`src/rtl/sonar_pkg.sv`:
```
// Shared definitions for the sonar sweep controller: state encoding and frame length.
package sonar_pkg;

  typedef enum logic [3:0] {
    INICIAL        = 4'd0,
    PREPARA        = 4'd1,
    MEDE           = 4'd2,
    AGUARDA_MEDIDA = 4'd3,
    TRANSMITE      = 4'd4,
    AGUARDA_TX     = 4'd5,
    ESPERA_TIMER   = 4'd6,
    PROX_POSICAO   = 4'd7,
    ERRO           = 4'd15
  } estado_t;

  localparam int         NUM_CHARS = 8;
  localparam logic [2:0] LAST_CHAR = 3'(NUM_CHARS - 1);

endpackage

```
`src/rtl/contador_m.sv`:
```
// Modulo-M up counter with synchronous clear; fim flags the terminal count M-1.
module contador_m #(
  parameter int M = 100,
  parameter int N = 7
) (
  input  logic         clock,
  input  logic         reset,
  input  logic         zera_s,
  input  logic         conta,
  output logic [N-1:0] q,
  output logic         fim
);

  localparam logic [N-1:0] ULTIMO = N'(M - 1);

  always_ff @(posedge clock or negedge reset) begin
    if (!reset)          q <= '0;
    else if (zera_s)     q <= '0;
    else if (conta) begin
      if (q == ULTIMO)   q <= '0;
      else               q <= q + 1'b1;
    end
  end

  assign fim = (q == ULTIMO);

endmodule

```
`src/rtl/sonar_uc.sv`:
```
// Sonar sweep control unit (Moore FSM): measure, send 8-char frame, wait, step servo.
// Optional measurement watchdog enabled by defining SONAR_UC_WATCHDOG_EN.
module sonar_uc
  import sonar_pkg::*;
#(
  parameter int TIMEOUT_MEDIDA = 1_500_000,
  parameter int TIMEOUT_W      = 21
) (
  input  logic       clock,
  input  logic       reset,
  input  logic       ligar,
  input  logic       pronto_medida,
  input  logic       pronto_serial,
  input  logic       fim_timer,
  output logic       zera_timer,
  output logic       conta_timer,
  output logic       zera_posicao,
  output logic       conta_posicao,
  output logic       reset_servo,
  output logic       medir,
  output logic       partida_serial,
  output logic [2:0] sel_letra,
  output logic       erro_medida,
  output logic [3:0] db_estado
);

  estado_t    estado;
  logic [2:0] indice;
  logic       wd_fim;

`ifdef SONAR_UC_WATCHDOG_EN
  logic [TIMEOUT_W-1:0] wd_q;

  // Cleared while in MEDE so the count starts at 0 on the first AGUARDA_MEDIDA cycle.
  contador_m #(.M(TIMEOUT_MEDIDA), .N(TIMEOUT_W)) u_watchdog (
    .clock  (clock),
    .reset  (reset),
    .zera_s (estado == MEDE),
    .conta  (estado == AGUARDA_MEDIDA),
    .q      (wd_q),
    .fim    (wd_fim)
  );
`else
  assign wd_fim = 1'b0;
`endif

  always_ff @(posedge clock or negedge reset) begin
    if (!reset) begin
      estado <= INICIAL;
      indice <= '0;
    end else begin
      case (estado)
        INICIAL:        if (ligar) estado <= PREPARA;
        PREPARA: begin
          indice <= '0;
          estado <= MEDE;
        end
        MEDE:           estado <= AGUARDA_MEDIDA;
        // A measurement landing on the timeout cycle still wins.
        AGUARDA_MEDIDA: begin
          if (pronto_medida) begin
            indice <= '0;
            estado <= TRANSMITE;
          end else if (wd_fim) begin
            estado <= ERRO;
          end
        end
        TRANSMITE:      estado <= AGUARDA_TX;
        AGUARDA_TX: begin
          if (pronto_serial) begin
            if (indice == LAST_CHAR) begin
              estado <= ESPERA_TIMER;
            end else begin
              indice <= indice + 1'b1;
              estado <= TRANSMITE;
            end
          end
        end
        ESPERA_TIMER:   if (fim_timer) estado <= PROX_POSICAO;
        PROX_POSICAO:   estado <= ligar ? MEDE : INICIAL;
        ERRO:           if (!ligar) estado <= INICIAL;
        default:        estado <= INICIAL;
      endcase
    end
  end

  always_comb begin
    zera_timer     = 1'b0;
    conta_timer    = 1'b0;
    zera_posicao   = 1'b0;
    conta_posicao  = 1'b0;
    reset_servo    = 1'b0;
    medir          = 1'b0;
    partida_serial = 1'b0;
    sel_letra      = 3'd0;
    erro_medida    = 1'b0;
    case (estado)
      PREPARA: begin
        zera_timer   = 1'b1;
        zera_posicao = 1'b1;
        reset_servo  = 1'b1;
      end
      MEDE:         medir = 1'b1;
      TRANSMITE: begin
        partida_serial = 1'b1;
        sel_letra      = indice;
      end
      AGUARDA_TX:   sel_letra = indice;
      ESPERA_TIMER: conta_timer = 1'b1;
      PROX_POSICAO: begin
        conta_posicao = 1'b1;
        zera_timer    = 1'b1;
      end
      ERRO: begin
        erro_medida = 1'b1;
        reset_servo = 1'b1;
      end
      default: ;
    endcase
  end

  assign db_estado = estado;

endmodule

```
`config.mk`:
```
export PLATFORM = sky130hd
export DESIGN_NAME = sonar_uc
export DESIGN_NICKNAME = d
export VERILOG_FILES = /design/src/rtl/sonar_pkg.sv /design/src/rtl/contador_m.sv /design/src/rtl/sonar_uc.sv
export SDC_FILE = /design/constraint.sdc
export NUM_CORES = 1
export LEC_CHECK = 0
export ABC_AREA = 1
export CAP_MARGIN = 15
export CORE_MARGIN = 10
export CORE_UTILIZATION = 42
export DETAILED_ROUTE_END_ITERATION = 10
export PLACE_DENSITY = 0.76
export SYNTH_ARGS = -nofsm -noshare
export SYNTH_HDL_FRONTEND = slang
export SYNTH_SLANG_ARGS = --single-unit
```
`constraint.sdc`:
```
create_clock -name clock -period 1.9 [get_ports clock]
set_clock_uncertainty 0.2 [all_clocks]
set_input_delay 0.57 -clock clock [delete_from_list [all_inputs] [get_ports clock]]
set_output_delay 0.57 -clock clock [all_outputs]
set_load 0.02 [all_outputs]
```
==> summary.md, run 1 <==
| Metric | Value |
|---|---|
| Post-synth top area share | 0.238 |
| Startpoint Class | flip-flop |
| P_sw | 0.000963 W |
| Row count | 13 |
| Total GRT Usage | 0.120 |
| HP Class | input pin to asynchronous set/reset pin |
| Switching share of power | 0.499 |
| Max Root-Sink Buffers | 2 |
| CP Max Fanout | 3 |
| Initial antenna violation count | 0 |
| H-Tree Depth | 1 |
| RSZ-0062 raised after global routing | true |
| Core footprint | 1370 µm² |
| Post-route cell area | 1120 µm² |
| Fill cells | 81 |
| Area after DPL | 927 µm² |
| Syn Inst Count | 93 |
| Failing checks | setup timing |
| Crit. End Element | primary output |
| Layout Cells excl Fill | 153 |
| Clock-pin slew on the worst setup and hold paths | 0.06 ns |
| Vias in the first global route | 747 |
| Clock share of power | 0.066 |
| Routed WL per cell | 15.5 µm |
| FF/Latch Area | 153 µm² |
| Vias | 744 |
| CTS tree | done |
| Status | complete, but fails checks |
| Die X-Extent | 58.8 µm |
| Ys Warns | 0 |
| Clock latency on the worst-skew pair | 0.25 ns |
| Detail Route Antenna Nets | 0 |
| Critical path required time | 1.13 ns |
| First-pass GRT wire length | 3370 µm |
| Initial Utilization | 0.462 |
| Multi-input gate area | 434 µm² |
| Detailed Place HPWL | 1390 µm |
| Seq cells post-synth | 6 |
| Overflow after GRT | 0 |
| GP Congestion | 0.828 |
| Syn Std Cell Area | 632 µm² |
| DRC violations left | 0 |
| Number of max-cap violations | 0 |
| Initial DRC count | 19 |
| Crit path DAT | 1.30 ns |
| Total wire length | 2370 µm |
| Placed insts | 136 |
| Final count of pins violating max slew | 0 |
| Cts bufs inserted | 3 |
| Mean Syn Cell Area | 6.79 µm² |
| Synth unique cells | 21 |
| Clock sink count | 6 |
| Clock root buffer | clkbuf_4 |
| Highest clock rate | 482 MHz |
| Share of layout cells above drive strength 1 | 0.543 |
| Fin. Hold Viols | 0 |
| Leading post-synthesis cells by cell area | dfrtp_1, nand2_1, inv_1 |
| Area Growth Syn to Fin | 76.6% |
| Internal power | 0.000965 W |
| Peak supply drop | 0.765 mV |
| Period minus WS final | 2.07 ns |
| Setup slack after layout | -0.173 ns |
| LEAKAGE | 0.591 nW |
| Die H | 58.8 µm |
| Nets | 147 |
| Num ports | 21 |
| DIE AREA | 3460 µm² |
| Sequential power share | 0.116 |
| Ant diodes | 0 |
| Area leader, netlist | dfrtp_1 |
| Initial DRT Pass Iterations | 4 |
| Vias per cell | 4.86 |
| Combinational share of power | 0.818 |
| Tcrit/Tclk final | 1.09 |
| Seq/Total Area, Yosys | 0.238 |
| Hold-fix buffer count after cts | 0 |
| Port Buffers | 18 |
| Pin count of the biggest net entering global routing | 7 |
| Power per cell area | 1730 nW/µm² |
| Final setup vio count | 9 |
| WS Path Type | flip-flop to primary output |
power by group through the flow:
stage          registers (W)  logic [W]  clock network, W
2_1_floorplan       0.000245   0.000749                 0
3_3_place_gp        0.000230    0.00115                 0
3_5_place_dp        0.000237    0.00116                 0
4_1_cts             0.000231    0.00138          0.000127
5_1_grt             0.000228    0.00167          0.000138
6_report            0.000224    0.00158          0.000127
final timing paths:
check	startpoint	endpoint	slack (ns)	depth (start not counted)
worst max-delay path	db_estado[1]$_DFFE_PN0P_	sel_letra[1]	-0.17	6
worst min-delay path	reset	db_estado[2]$_DFFE_PN0P_	0.36	1
worst max register to register	db_estado[0]$_DFFE_PN0P_	indice[1]$_DFFE_PN0P_	0.20	9
worst min register to register	indice[1]$_DFFE_PN0P_	indice[1]$_DFFE_PN0P_	0.40	3
max in group asynchronous	reset	indice[1]$_DFFE_PN0P_	0.90	1
min in group clock	indice[1]$_DFFE_PN0P_	indice[1]$_DFFE_PN0P_	0.40	3
state kept, by name, indices dropped and copies added (netlist names):
name	count
db_estado	3
indice	3
cells in the final DEF, fill, tap and decap left out, drive strengths merged:
cell	instances
a21oi	2
buf	38
clkbuf	6
clkdlybuf4s50	5
clkinv	2
conb	2
dfrtp	6
dlygate4sd2	1
ha	2
inv	15
nand2	28
nand3	5
nand4	3
nor2	20
nor3	1
o21ai	1
o21bai	1
metrics by stage:
step / hold slack [ns] / setup WS [ns] / utilization / total power (W) / TNS (ns)
6_report: 0.363 / -0.173 / 0.817 / 0.00193 / -0.970
4_1_cts: 0.362 / -0.137 / 0.775 / 0.00174 / -0.789
5_1_grt: 0.374 / -0.221 / 0.817 / 0.00204 / -1.42
3_5_place_dp: 0.379 / -0.367 / 0.679 / 0.00140 / -3.41
2_1_floorplan: 0.0744 / 0.0111 / - / 0.000994 / 0
3_3_place_gp: 0.364 / -0.345 / 0.679 / 0.00138 / -3.10
cell families after synthesis:
kind of cell / synth area share
adders and majority gates: 0.0396
DFF: 0.238
buffers and inverters: 0.198
and+or+nand+nor: 0.465
AOI/OAI and AO/OA: 0.0535
other: 0.00593
Yosys cell counts (all sizes together):
| cell | count |
|---|---|
| nor3 | 1 |
| conb | 1 |
| buf | 6 |
| ha | 2 |
| dfrtp | 6 |
| nor2 | 20 |
| inv | 17 |
| nand3 | 5 |
| o21ai | 1 |
| nand2 | 28 |
| o21bai | 1 |
| nand4 | 3 |
| a21oi | 2 |
timing repair:
| item | 4_1_cts | 5_1_grt |
|---|---|---|
| pin swaps | 4 | 4 |
| gates resized for setup | 71 | 14 |
| endpoints found under the setup margin | 13 | 12 |
| setup buffers | 9 | 4 |
layout make-up:
| cell class | instances | area share |
|---|---|---|
| inverter | 17 | 0.0661 |
| multi-input combinational | 65 | 0.389 |
| timing repair buffer | 46 | 0.368 |
| clock buffer | 4 | 0.0235 |
| sequential | 6 | 0.137 |
| tap | 15 | 0.0168 |
worst max-delay path: stages, from the launching register on:
cell and delay, ns:
dfrtp_2 0.43, clkinv_4 0.08, nand2_4 0.06, o21ai_2 0.15
inv_2 0.10, nor2_4 0.11, buf_6 0.13
metal layers:
| metal | track usage | wire length (µm) | vias to the layer above |
|---|---|---|---|
| met4 | 0.0459 | 28 | 0 |
| met1 | 0.130 | 970 | 347 |
| li1 | - | - | 367 |
| met3 | 0.0300 | 145 | 2 |
| met5 | 0 | 0 | - |
| met2 | 0.216 | 1230 | 28 |
(Power assumes the default switching activity.)
==> run 2, diff against run 1 <==
GPL_TIMING_DRIVEN = 0   (was default)
TNS_END_PERCENT = 5   (was default)
==> run 2 against run 1 <==
Net effect: the flow still finishes with violations (setup timing); hold slack got worse by 0.047 ns; core utilization fell by 9.6 points; final cell count fell by 7.8%; count of clock-buffer cells in the layout fell by 1; routed wire length decreased by 21%; fmax down 1.9%; sequential power rose by 17%; sequential share of layout area up 1.8 points; sequential cell count stayed put; register-to-register slack better by 0.03 ns; critical endpoint unchanged.
==> summary.md, run 2 (same netlist as run 1, synthesis figures left out) <==
| Metric | Value |
|---|---|
| Startpoint Class | flip-flop (unchanged) |
| Overflow after GRT | 0 (unchanged) |
| Fill cells | 113 (was 81) |
| Clock sink count | 6 (unchanged) |
| HP Class | flip-flop to flip-flop (was input pin to asynchronous set/reset pin) |
| Die H | 58.8 µm (unchanged) |
| CTS tree | done (unchanged) |
| Number of max-cap violations | 0 (unchanged) |
| Most frequent cells in the layout | nand2_1, buf_4, nor2_1, inv_1, nand2_2 (was buf_4, nand2_1, buf_6, inv_1, nor2_1) |
| Row count | 13 (unchanged) |
| Routed WL per cell | 13.3 µm (was 15.5 µm) |
| GP Congestion | 0.813 (was 0.828) |
| Setup slack after layout | -0.213 ns (was -0.173 ns) |
| Clock root buffer | clkbuf_4 (unchanged) |
| Max Root-Sink Buffers | 2 (unchanged) |
| Area after DPL | 871 µm² (was 927 µm²) |
| DRC violations left | 0 (unchanged) |
| Pin count of the biggest net entering global routing | 11 (was 7) |
| Setup_tns | -0.925 ns (was -0.970 ns) |
| Period minus WS final | 2.11 ns (was 2.07 ns) |
| Post-Place Worst Slack | -0.535 ns (was -0.367 ns) |
| RSZ-0062 raised after global routing | true (unchanged) |
| Cts bufs inserted | 3 (unchanged) |
| Fin. Hold Viols | 0 (unchanged) |
| Peak supply drop | 0.846 mV (was 0.765 mV) |
| Total GRT Usage | 0.0972 (was 0.120) |
| Area Growth Syn to Fin | 55.8% (was 76.6%) |
| Initial antenna violation count | 0 (unchanged) |
| Ant diodes | 0 (unchanged) |
| Initial DRC count | 16 (was 19) |
| Critical path required time | 1.13 ns (about the same) |
| Port Buffers | 18 (unchanged) |
| Worst Path Buf+Inv | 3 (unchanged) |
| Nets | 136 (was 147) |
| Core footprint | 1370 µm² (unchanged) |
| Post-route cell area | 985 µm² (was 1120 µm²) |
| Power per cell area | 1660 nW/µm² (was 1730 nW/µm²) |
| H-Tree Depth | 1 (unchanged) |
| Initial Utilization | 0.462 (unchanged) |
| Status | complete, but fails checks (unchanged) |
| Highest clock rate | 473 MHz (was 482 MHz) |
| FF/Latch Area | 153 µm² (unchanged) |
| WS Path Type | flip-flop to primary output (unchanged) |
| Clock-pin slew on the worst setup and hold paths | 0.04 ns (was 0.06 ns) |
| CP peak stage delay | 0.48 ns (was 0.43 ns) |
| Tcrit/Tclk final | 1.11 (was 1.09) |
| Failing checks | setup timing (unchanged) |
| Slowest-stage cell, CP | dfrtp_2 (unchanged) |
| CP Max Fanout | 5 (was 3) |
| Die X-Extent | 58.8 µm (unchanged) |
| Crit-path cells | inv_8, nand2_4, o21ai_2, inv_2, nor2_4, buf_6 (was clkinv_4, nand2_4, o21ai_2, inv_2, nor2_4, buf_6) |
| Crit. End Element | primary output (unchanged) |
| First-pass GRT wire length | 2730 µm (was 3370 µm) |
| Initial DRT Pass Iterations | 4 (unchanged) |
| Cell family with most CP delay | flip-flops (unchanged) |
| Detailed Place HPWL | 1210 µm (was 1390 µm) |
| Detail Route Antenna Nets | 0 (unchanged) |
| LEAKAGE | 0.537 nW (was 0.591 nW) |
| Crit path DAT | 1.34 ns (was 1.30 ns) |
| Final count of pins violating max slew | 0 (unchanged) |
| Share of layout cells above drive strength 1 | 0.460 (was 0.543) |
| Hold Slack | 0.316 ns (was 0.363 ns) |
| Num ports | 21 (unchanged) |
| Hold-fix buffer count after cts | 0 (unchanged) |
| Vias | 693 (was 744) |
| Vias in the first global route | 660 (was 747) |
| Total wire length | 1870 µm (was 2370 µm) |
| Multi-input gate area | 407 µm² (was 434 µm²) |
| Vias per cell | 4.91 (was 4.86) |
| Clock latency on the worst-skew pair | 0.24 ns (was 0.25 ns) |
| DIE AREA | 3460 µm² (unchanged) |
| Final setup vio count | 9 (unchanged) |
-- run 2: layout make-up --
type	count	area share
plain buffers	4	0.0343
clock buffers	3	0.0229
inverters	17	0.0801
multi-input cells	65	0.413
flip-flops and latches	6	0.155
well taps	15	0.0191
repair buffers	31	0.276
-- run 2: through the flow --
step | cells | total power [W] | util
final | 141 | 0.00164 | 0.721
after global placement | 127 | 0.00129 | 0.637
after global routing | 141 | 0.00175 | 0.721
after detailed placement | 127 | 0.00131 | 0.637
after floorplan | 94 | 0.000994 | -
after CTS | 136 | 0.00151 | 0.685
-- run 2: final timing paths --
kind | start | to | slack, ns | cells past startpoint
worst max-delay path | db_estado[0]$_DFFE_PN0P_ | sel_letra[1] | -0.21 | 6
worst min-delay path | indice[1]$_DFFE_PN0P_ | indice[1]$_DFFE_PN0P_ | 0.32 | 2
max in group asynchronous | reset | db_estado[1]$_DFFE_PN0P_ | 0.92 | 1
worst max register to register | db_estado[0]$_DFFE_PN0P_ | db_estado[1]$_DFFE_PN0P_ | 0.23 | 8
min in group asynchronous | reset | db_estado[2]$_DFFE_PN0P_ | 0.36 | 1
worst min register to register | indice[1]$_DFFE_PN0P_ | indice[1]$_DFFE_PN0P_ | 0.32 | 2
-- run 2: what timing repair did --
item / in CTS / in global routing
resized for setup: 60 / 8
pin swaps: 2 / 3
buffers inserted: 6 / 7
setup endpoints to repair: 13 / 10
-- run 2: per-layer routing --
metal,vias up,share of wire,global-route usage
met3,10,0.091,0.0343
li1,345,-,-
met2,38,0.46,0.159
met1,300,0.40,0.102
met4,0,0.047,0.0656
met5,-,0,0
-- run 2: power by group --
group	total, W	leakage [nW]	switching [W]	internal (W)
Sequential	0.000261	0.0756	0.0000864	0.000175
Clock	0.000109	0.0138	0.0000382	0.0000709
Combinational	0.00127	0.447	0.000733	0.000535
-- run 2: tightest hold or removal path, stage by stage (launching register included) --
cell,delay (ns)
dfrtp_1,0.37
nand2_1,0.06
nand2_1,0.05
==> run 3, diff against run 2 <==
GPL_ROUTABILITY_DRIVEN = 0   (was default)
==> results of run 3 <==
Same layout as run 2: the final DEF is identical, and so are final timing and power.
